===== src/rtl/wb_apb_bridge_if.sv =====
`default_nettype none
// ============================================================================
//  Module   : wb_apb_bridge_if
//  Brief    : Wishbone-classic slave side and APB master side signals of the
//             wb_apb_bridge, bundled with bridge (slave) and master modports.
//  Revision : 1.0  initial release
// ============================================================================
interface wb_apb_bridge_if;
    logic        wb_cyc;
    logic        wb_stb;
    logic        wb_we;
    logic [3:0]  wb_sel;
    logic [31:0] wb_adr;
    logic [31:0] wb_dat_i;
    logic [31:0] wb_dat_o;
    logic        wb_ack;
    logic        wb_err;
    logic [31:0] apb_addr;
    logic        apb_sel;
    logic        apb_ena;
    logic        apb_write;
    logic [31:0] apb_wdata;
    logic [3:0]  apb_pstb;
    logic [31:0] apb_rdata;
    logic        apb_rready;

    modport slave (
        input  wb_cyc, wb_stb, wb_we, wb_sel, wb_adr, wb_dat_i,
        input  apb_rdata, apb_rready,
        output wb_dat_o, wb_ack, wb_err,
        output apb_addr, apb_sel, apb_ena, apb_write, apb_wdata, apb_pstb
    );

    modport master (
        output wb_cyc, wb_stb, wb_we, wb_sel, wb_adr, wb_dat_i,
        output apb_rdata, apb_rready,
        input  wb_dat_o, wb_ack, wb_err,
        input  apb_addr, apb_sel, apb_ena, apb_write, apb_wdata, apb_pstb
    );
endinterface
`default_nettype wire


===== src/rtl/wb_apb_bridge.sv =====
`default_nettype none
// ============================================================================
//  Module   : wb_apb_bridge
//  Brief    : Wishbone-classic slave to APB master bridge, one transfer at a
//             time, with PREADY timeout reported as a Wishbone error.
//  Revision : 1.0  initial release
// ============================================================================
module wb_apb_bridge #(
    parameter logic [31:0] BASE_ADDR   = 32'h3000_0000,
    parameter int          TIMEOUT_CYC = 16
) (
    input  logic           clock,
    input  logic           rst,
    wb_apb_bridge_if.slave bus
);

    localparam logic [1:0]  c_IDLE     = 2'd0;
    localparam logic [1:0]  c_SETUP    = 2'd1;
    localparam logic [1:0]  c_ACCESS   = 2'd2;
    localparam logic [1:0]  c_RESP     = 2'd3;
    localparam logic [7:0]  c_CNT_LAST = 8'(TIMEOUT_CYC - 1);
    localparam logic [15:0] c_BASE_HI  = BASE_ADDR[31:16];

    logic [1:0]  r_state;
    logic [1:0]  w_next_state;
    logic [7:0]  r_cnt;
    logic        r_abort;
    logic [31:0] r_apb_addr;
    logic        r_apb_sel;
    logic        r_apb_ena;
    logic        r_apb_write;
    logic [31:0] r_apb_wdata;
    logic [3:0]  r_apb_pstb;
    logic        r_wb_ack;
    logic        r_wb_err;
    logic [31:0] r_wb_dat_o;

    logic w_req;
    logic w_accept;
    logic w_done_ok;
    logic w_timeout;
    logic w_live;

    always_comb begin
        w_req        = bus.wb_cyc & bus.wb_stb & (bus.wb_adr[31:16] == c_BASE_HI);
        w_next_state = r_state;
        w_accept     = 1'b0;
        w_done_ok    = 1'b0;
        w_timeout    = 1'b0;
        case (r_state)
            c_IDLE: begin
                if (w_req) begin
                    w_accept     = 1'b1;
                    w_next_state = c_SETUP;
                end
            end
            c_SETUP: w_next_state = c_ACCESS;
            c_ACCESS: begin
                if (bus.apb_rready) begin
                    w_done_ok    = 1'b1;
                    w_next_state = c_RESP;
                end else if (r_cnt == c_CNT_LAST) begin
                    w_timeout    = 1'b1;
                    w_next_state = c_RESP;
                end
            end
            default: w_next_state = c_IDLE;
        endcase
    end

    always_ff @(posedge clock) begin
        if (rst) begin
            r_state <= c_IDLE;
        end else begin
            r_state <= w_next_state;
        end
    end

    // A master that dropped cyc mid-transfer must not see a response later.
    assign w_live = bus.wb_cyc & ~r_abort;

    always_ff @(posedge clock) begin
        if (rst) begin
            r_cnt       <= 8'd0;
            r_abort     <= 1'b0;
            r_apb_addr  <= 32'h0;
            r_apb_sel   <= 1'b0;
            r_apb_ena   <= 1'b0;
            r_apb_write <= 1'b0;
            r_apb_wdata <= 32'h0;
            r_apb_pstb  <= 4'h0;
            r_wb_ack    <= 1'b0;
            r_wb_err    <= 1'b0;
            r_wb_dat_o  <= 32'h0;
        end else begin
            r_wb_ack <= 1'b0;
            r_wb_err <= 1'b0;
            if (w_accept) begin
                r_apb_addr  <= {16'h0000, bus.wb_adr[15:0]};
                r_apb_write <= bus.wb_we;
                r_apb_wdata <= bus.wb_dat_i;
                r_apb_pstb  <= bus.wb_sel;
                r_apb_sel   <= 1'b1;
                r_apb_ena   <= 1'b0;
                r_abort     <= 1'b0;
            end
            if ((r_state == c_SETUP || r_state == c_ACCESS) && !bus.wb_cyc) begin
                r_abort <= 1'b1;
            end
            if (r_state == c_SETUP) begin
                r_apb_ena <= 1'b1;
                r_cnt     <= 8'd0;
            end
            if (r_state == c_ACCESS) begin
                if (w_done_ok || w_timeout) begin
                    r_apb_sel  <= 1'b0;
                    r_apb_ena  <= 1'b0;
                    r_wb_ack   <= w_done_ok & w_live;
                    r_wb_err   <= w_timeout & w_live;
                    r_wb_dat_o <= (w_done_ok && !r_apb_write) ? bus.apb_rdata : 32'h0;
                end else begin
                    r_cnt <= r_cnt + 8'd1;
                end
            end
        end
    end

    assign bus.apb_addr  = r_apb_addr;
    assign bus.apb_sel   = r_apb_sel;
    assign bus.apb_ena   = r_apb_ena;
    assign bus.apb_write = r_apb_write;
    assign bus.apb_wdata = r_apb_wdata;
    assign bus.apb_pstb  = r_apb_pstb;
    assign bus.wb_ack    = r_wb_ack;
    assign bus.wb_err    = r_wb_err;
    assign bus.wb_dat_o  = r_wb_dat_o;

endmodule
`default_nettype wire


===== src/flat_wrapper.sv =====
// flat-port wrapper written by rule: the top's interface ports become plain ports
module wb_apb_bridge_flat 
#(
    parameter logic [31:0] BASE_ADDR   = 32'h3000_0000,
    parameter int          TIMEOUT_CYC = 16
)
  (clock, rst, bus_wb_cyc, bus_wb_stb, bus_wb_we, bus_wb_sel, bus_wb_adr, bus_wb_dat_i, bus_apb_rdata, bus_apb_rready, bus_wb_dat_o, bus_wb_ack, bus_wb_err, bus_apb_addr, bus_apb_sel, bus_apb_ena, bus_apb_write, bus_apb_wdata, bus_apb_pstb);
  wb_apb_bridge_if bus_i ();
  input  logic clock;
  input  logic rst;
  input wire logic [$bits(bus_i.wb_cyc)-1:0] bus_wb_cyc;
  input wire logic [$bits(bus_i.wb_stb)-1:0] bus_wb_stb;
  input wire logic [$bits(bus_i.wb_we)-1:0] bus_wb_we;
  input wire logic [$bits(bus_i.wb_sel)-1:0] bus_wb_sel;
  input wire logic [$bits(bus_i.wb_adr)-1:0] bus_wb_adr;
  input wire logic [$bits(bus_i.wb_dat_i)-1:0] bus_wb_dat_i;
  input wire logic [$bits(bus_i.apb_rdata)-1:0] bus_apb_rdata;
  input wire logic [$bits(bus_i.apb_rready)-1:0] bus_apb_rready;
  output wire logic [$bits(bus_i.wb_dat_o)-1:0] bus_wb_dat_o;
  output wire logic [$bits(bus_i.wb_ack)-1:0] bus_wb_ack;
  output wire logic [$bits(bus_i.wb_err)-1:0] bus_wb_err;
  output wire logic [$bits(bus_i.apb_addr)-1:0] bus_apb_addr;
  output wire logic [$bits(bus_i.apb_sel)-1:0] bus_apb_sel;
  output wire logic [$bits(bus_i.apb_ena)-1:0] bus_apb_ena;
  output wire logic [$bits(bus_i.apb_write)-1:0] bus_apb_write;
  output wire logic [$bits(bus_i.apb_wdata)-1:0] bus_apb_wdata;
  output wire logic [$bits(bus_i.apb_pstb)-1:0] bus_apb_pstb;
  assign bus_i.wb_cyc = bus_wb_cyc;
  assign bus_i.wb_stb = bus_wb_stb;
  assign bus_i.wb_we = bus_wb_we;
  assign bus_i.wb_sel = bus_wb_sel;
  assign bus_i.wb_adr = bus_wb_adr;
  assign bus_i.wb_dat_i = bus_wb_dat_i;
  assign bus_i.apb_rdata = bus_apb_rdata;
  assign bus_i.apb_rready = bus_apb_rready;
  assign bus_wb_dat_o = bus_i.wb_dat_o;
  assign bus_wb_ack = bus_i.wb_ack;
  assign bus_wb_err = bus_i.wb_err;
  assign bus_apb_addr = bus_i.apb_addr;
  assign bus_apb_sel = bus_i.apb_sel;
  assign bus_apb_ena = bus_i.apb_ena;
  assign bus_apb_write = bus_i.apb_write;
  assign bus_apb_wdata = bus_i.apb_wdata;
  assign bus_apb_pstb = bus_i.apb_pstb;
  wb_apb_bridge #(.BASE_ADDR(BASE_ADDR), .TIMEOUT_CYC(TIMEOUT_CYC)) u_core (.clock(clock), .rst(rst), .bus(bus_i));
endmodule

===== config.mk =====
export PLATFORM = sky130hd
export DESIGN_NAME = wb_apb_bridge_flat
export DESIGN_NICKNAME = d
export VERILOG_FILES = /design/src/rtl/wb_apb_bridge_if.sv /design/src/rtl/wb_apb_bridge.sv /design/src/flat_wrapper.sv
export SDC_FILE = /design/constraint.sdc
export NUM_CORES = 1
export LEC_CHECK = 0
export ABC_AREA = 1
export CAP_MARGIN = 20
export CORE_MARGIN = 2
export CORE_UTILIZATION = 36
export CTS_CLUSTER_DIAMETER = 200
export CTS_CLUSTER_SIZE = 8
export DETAILED_ROUTE_END_ITERATION = 10
export GPL_TIMING_DRIVEN = 0
export HOLD_SLACK_MARGIN = 0.06
export MAX_ROUTING_LAYER = met4
export PLACE_DENSITY = 0.73
export SYNTH_ARGS = -nofsm -noshare
export SYNTH_HDL_FRONTEND = slang
export SYNTH_SLANG_ARGS = --single-unit

===== constraint.sdc =====
create_clock -name clock -period 1.6 [get_ports clock]
set_clock_uncertainty 0.15 [all_clocks]
set_input_delay 0.16 -clock clock [delete_from_list [all_inputs] [get_ports clock]]
set_output_delay 0.16 -clock clock [all_outputs]
set_load 0.02 [all_outputs]

======== Yosys cells after proc, flatten, opt, wreduce, memory -nomap -nowiden ========
Index checks and enable logic that the tools add are counted.
storage, ports and cells
  latch bits .............................. 0
  ROM bits ................................ 0
  input port bits ......................... 106
  memories ................................ 0
  flip-flop bits (word level) ............. 100
  memory bits (writable) .................. 0
cells by class
  divide/modulo/power cells ............... 0
  shift-type cells ........................ 0
  multipliers ............................. 0
  magnitude comparators ................... 0
  bitwise logic cells ..................... 8
  mux-type cells .......................... 24
  equal/unequal tests ..................... 6
  $add $sub $neg .......................... 1
  reduce and logical (&&, ||, !) cells .... 11
operator list
  operator                                                                 number
  32-bit 2-to-1 mux                                                        1
  8-bit 2-to-1 mux                                                         3
  16-bit by 14-bit equality test with 1-bit output, second input constant  1
  1-bit 2-to-1 mux                                                         16
  8-bit by 1-bit adder with 8-bit output, second input constant            1
  8-bit by 4-bit equality test with 1-bit output, second input constant    1
  2-bit 2-to-1 mux                                                         3
  2-bit one-hot mux with 3 select lines                                    1
  1-bit AND                                                                5
  2-bit AND reduction                                                      2
  3-bit by 2-bit != test with 1-bit output, second input constant          1
  1-bit inverter                                                           3
  3-bit OR reduction                                                       1
  2-bit by 1-bit equality test with 1-bit output, second input constant    1
  2-bit equality test, second input constant                               1
  1-bit logical AND                                                        2
  1-bit zero test                                                          2
  2-bit zero test                                                          1
  1-bit logical OR                                                         2
  2-bit by 1-bit != test with 1-bit output, second input constant          1
  2-bit nonzero test                                                       1

======== Longest topological paths before layout ========
  word-level depth ........................ 8
  depth in mapped cells ................... 11

======== Least setup slack after synthesis ========
OpenSTA, ideal clock, no wires.
  path type ............................... reg-to-reg
  start point ............................. register u_core.r_state[0]
  end point ............................... register u_core.r_wb_dat_o[11] (netlist: u_core.bus.wb_dat_o[11])
  buffers on the path ..................... 1
  stages on the path, launching flop included .. 11
  setup slack ............................. -0.011 ns
  library setup time ...................... 0.114 ns
  period minus slack after synthesis ...... 1.611 ns
  data arrival time ....................... 1.347 ns
  path through ............................ dfxtp_1 -> inv_1 -> ha_1 -> inv_1 -> nor2_1 -> nand2_2 -> nand2_4 -> nor2_4 -> buf_6 -> nand2_1 -> o21ai_2
between the ends
  longest elaborated chain between the ends .. 4
  elaborated cells on any way between the ends .. 7
  those cells by class .................... eq/ne (1); mux (3); reduce/logical (3)
RTL lines
  item                                                             RTL line                                    text
  start: declaration                                               wb_apb_bridge.sv:24                         logic [1:0] r_state;
  start signal: assignment                                         wb_apb_bridge.sv:73                         r_state <= c_IDLE;
  start signal: assignment                                         wb_apb_bridge.sv:75                         r_state <= w_next_state;
  2-bit equality test (*)                                          wb_apb_bridge.sv:50, wb_apb_bridge.sv:114
  1-bit 2-to-1 mux                                                 wb_apb_bridge.sv:50                         case (r_state)
  1-bit logical AND / 1-bit logical OR (equally long branches)     wb_apb_bridge.sv:120, wb_apb_bridge.sv:115
  32-bit 2-to-1 mux / 2-bit AND reduction (equally long branches)  -
  end signal: assignment                                           wb_apb_bridge.sv:120                        r_wb_dat_o <= (w_done_ok && !r_apb_write) ? bus.apb_rdata : 32'h0;
  end: declaration                                                 wb_apb_bridge.sv:36                         logic [31:0] r_wb_dat_o;
Every way passes the cells marked *; elsewhere a longest branch is shown, timed or not.
A chain may end at the register's enable or synchronous reset.

======== Worst setup path after layout ========
  start point ............................. register u_core.r_cnt[1]
  end point ............................... register u_core.r_wb_dat_o[24] (netlist: u_core.bus.wb_dat_o[24])
between the ends
  longest elaborated chain between the ends .. 6
RTL lines
  item                                            RTL line              text
  start: declaration                              wb_apb_bridge.sv:26   logic [7:0] r_cnt;
  start signal: assignment                        wb_apb_bridge.sv:122  r_cnt <= r_cnt + 8'd1;
  8-bit by 4-bit equality test with 1-bit output  wb_apb_bridge.sv:62   end else if (r_cnt == c_CNT_LAST) begin
  1-bit 2-to-1 mux                                wb_apb_bridge.sv:62
  1-bit 2-to-1 mux                                wb_apb_bridge.sv:59   if (bus.apb_rready) begin
  1-bit 2-to-1 mux                                wb_apb_bridge.sv:50
  1-bit logical OR                                wb_apb_bridge.sv:115  if (w_done_ok || w_timeout) begin
  2-bit AND reduction (no source line)            -
No other way between the ends.

==> flow_metrics.tcl <==
set metrics [dict create \
    outcome "complete, but fails checks" \
    violations "negative setup slack" \
    die_area_mm2 0.0120 \
    drv_slew 0 \
    clock.fmax_ghz 0.595 \
    final_util_pct 62.9 \
    pre_cts_slack_ps -464 \
    pwr_density_cell_mw_per_mm2 793 \
    layout-drive-gt1-share_pct 22.4 \
    synth-edff-count 0 \
    synth_common_cells "nor2_1 (130), dfxtp_1 (100), nand2_1 (92)" \
    grt_pass1_vias 4050 \
    wl_mm 12.3 \
    via_per_inst 4.59 \
    setup_viol 32 \
    synth_top_cell_area_share_pct 49.9 \
    top_usage_layer "met2" \
    syn_avg_cell_area_um2 7.88 \
    die_w_um 110 \
    use_met1_pct 22.3 \
    synthArstFlopShare_pct 0 \
    gp_congestion 0.815 \
    core_area_mm2 0.0108 \
    wire_per_inst_um 13.6 \
    synth_top_area_cell "dfxtp_1" \
    leakage_uw 0.00329 \
    setup_tns_ps -1470 \
    fp-row-count 38 \
    rsz0062_at_grt "yes" \
    die_h_um 110 \
    overflow 0 \
    worstSetupPathType "reg2reg" \
    yosys-top-cells-area "dfxtp_1 (50%), nor2_1 (12%), nand2_1 (8.6%)" \
    drt_iter0_drc 243 \
    io_pins 211 \
    crit_path_max_incr_delay_ps 350 \
    synth_seq_cells 100 \
    start_util_pct 37.0 \
    io_buffers 194 \
    ys_seq_area_share_pct 49.9 \
    dpl_cell_area_mm2 0.00619 \
    setup_ws_ps -80.3 \
    first_pass_iters 4 \
    root_buffer "clkbuf_8" \
    grt_max_degree 19 \
    cts_tree "built" \
    dp_hpwl_mm 8.42 \
    antenna_found_initial 0 \
    route.vias.total 4154 \
    grtUsageMet3_pct 7.23 \
    route.detailed.drc 0 \
    slowest_stage "dfxtp_2" \
    maxCapViolCount 0 \
    cts_hold_buf 0 \
    grt_pass1_wl_mm 18.4 \
    nNetsFinal 871 \
    synthesis.instances 509 \
    hold_class "in2reg" \
    synth_top_flop_cell "dfxtp_1" \
    antenna_cells 0 \
    area_delta_synth_final_pct 70.0 \
    yosysMostFrequentCell "nor2_1" \
    cts.path.max_buffers 2 \
    grt_use_total_pct 19.9 \
    cp.arrival_ps 1820 \
    irDropWorstVdd_mv 0.479 \
    clkSinkCount 100 \
    cts_max_level 3 \
    critPathRequiredTime_ps 1740 \
    ys_types 32 \
    min_period_ps 1680 \
    cp_common_cell "nand2_4" \
    end_kind "register" \
    grtUsageMet2_pct 33.1 \
    min_period_over_period_pct 105 \
    clk_latency_ps 350 \
    hold_viol 0 \
    whs_ps 199 \
    cts_buffers 9 \
    syn-cell-area_mm2 0.00401 \
    path_clk_slew_ps 100 \
    ant_nets 0 \
    fin_area_mm2 0.00682 \
    crit_path_cell_trace "ha_4 -> nand2_4 -> inv_4 -> nand2_4 -> nor2_4 -> nand2_2 -> nand2_4 -> nor2_4 -> buf_6 -> buf_6 -> nand2_1 -> o21ai_1" \
    crit_fanout 5 \
    critPathLaunchType "register" \
    yosysWarnings 0 \
]
[stage by stage]
stage	cells	total power [uW]
finish	905	5400
global route	905	5650
CTS	890	5210
detailed placement	858	3560
global placement	858	3540
floorplan	524	3140
[layer usage]
layer	vias up	wire (um)
met5	-	0
met4	0	193
met3	18	1250
met2	173	5880
met1	1866	4990
li1	2097	-
[worst max-delay path, delay by kind of cell, from the launching register on]
family	cells	cell delay [ps]
buf+inv	3	320
compound gates	1	80
simple gates	7	540
flops	1	350
fa+ha+maj	1	170
[flip-flops by register name, summed over array words and instances (netlist names)]
signal	cells
u_core.bus.apb_wdata	32
u_core.bus.apb_ena	1
u_core.bus.wb_ack	1
u_core.r_cnt	8
u_core.bus.apb_write	1
u_core.bus.apb_addr	16
u_core.bus.wb_err	1
u_core.bus.wb_dat_o	32
u_core.bus.apb_sel	1
u_core.r_abort	1
u_core.r_state	2
u_core.bus.apb_pstb	4
[power breakdown]
group	leakage [uW]	switching [uW]	internal (uW)
Clock	0.0000938	946	595
Sequential	0.000808	50.1	2550
Combinational	0.00239	629	632
[path summary, 6_finish.rpt]
check / from / endpoint / slack (ps) / depth (start not counted)
min: bus_apb_rdata[31] / u_core.bus.wb_dat_o[31]$_SDFFE_PP0P_ / 200 / 3
max reg2reg: u_core.r_cnt[1]$_SDFF_PP0_ / u_core.bus.wb_dat_o[24]$_SDFFE_PP0P_ / -80 / 12
min reg2reg: u_core.bus.wb_dat_o[31]$_SDFFE_PP0P_ / u_core.bus.wb_dat_o[31]$_SDFFE_PP0P_ / 310 / 2
max: u_core.r_cnt[1]$_SDFF_PP0_ / u_core.bus.wb_dat_o[24]$_SDFFE_PP0P_ / -80 / 12
[cell usage in the layout (no fill, tap or decap), types with 6 or more instances in the layout]
master / netlist / routed
a21oi_1: 8 / 8
buf_4: 16 / 39
buf_6: 11 / 17
clkbuf_8: 0 / 10
clkdlybuf4s50_1: 0 / 103
conb_1: 1 / 16
dfxtp_1: 100 / 96
dlygate4sd2_1: 0 / 89
inv_1: 13 / 8
nand2_1: 92 / 58
nand2_2: 1 / 31
nand2_4: 3 / 7
nand3_1: 6 / 6
nor2_1: 130 / 124
nor2_4: 1 / 7
o21ai_0: 43 / 40
o21ai_1: 36 / 33
o21ai_2: 8 / 14
[logic make-up (layout without fill, tap and decap cells)]
kind of cell / Yosys count / count (layout) / synth area share (%)
xor+xnor: 1 / 1 / 0.218
flops: 100 / 100 / 49.9
buf+inv: 56 / 296 / 8.99
compound gates: 96 / 96 / 13.0
other cells: 1 / 16 / 0.0935
simple gates: 250 / 251 / 26.2
fa+ha+maj: 5 / 5 / 1.56
[what timing repair did]
item / in CTS / in global routing
pin swaps: 4 / 17
gates resized for setup: 137 / 63
hold endpoints to repair: 0 / 0
endpoints found under the setup margin: 181 / 95
buffers inserted: 12 / 12
gates cloned: 4 / 3
[cell type report]
class,instances,area [um^2]
clock buffers,9,124
fillers,904,4020
well taps,140,175
multi-input cells,369,1960
plain buffers,41,329
repair buffers,223,2090
repair inverters,1,7.51
inverters,15,71.3
flip-flops and latches,100,2010
clock inverters,7,57.6
(Power assumes the default switching activity.)
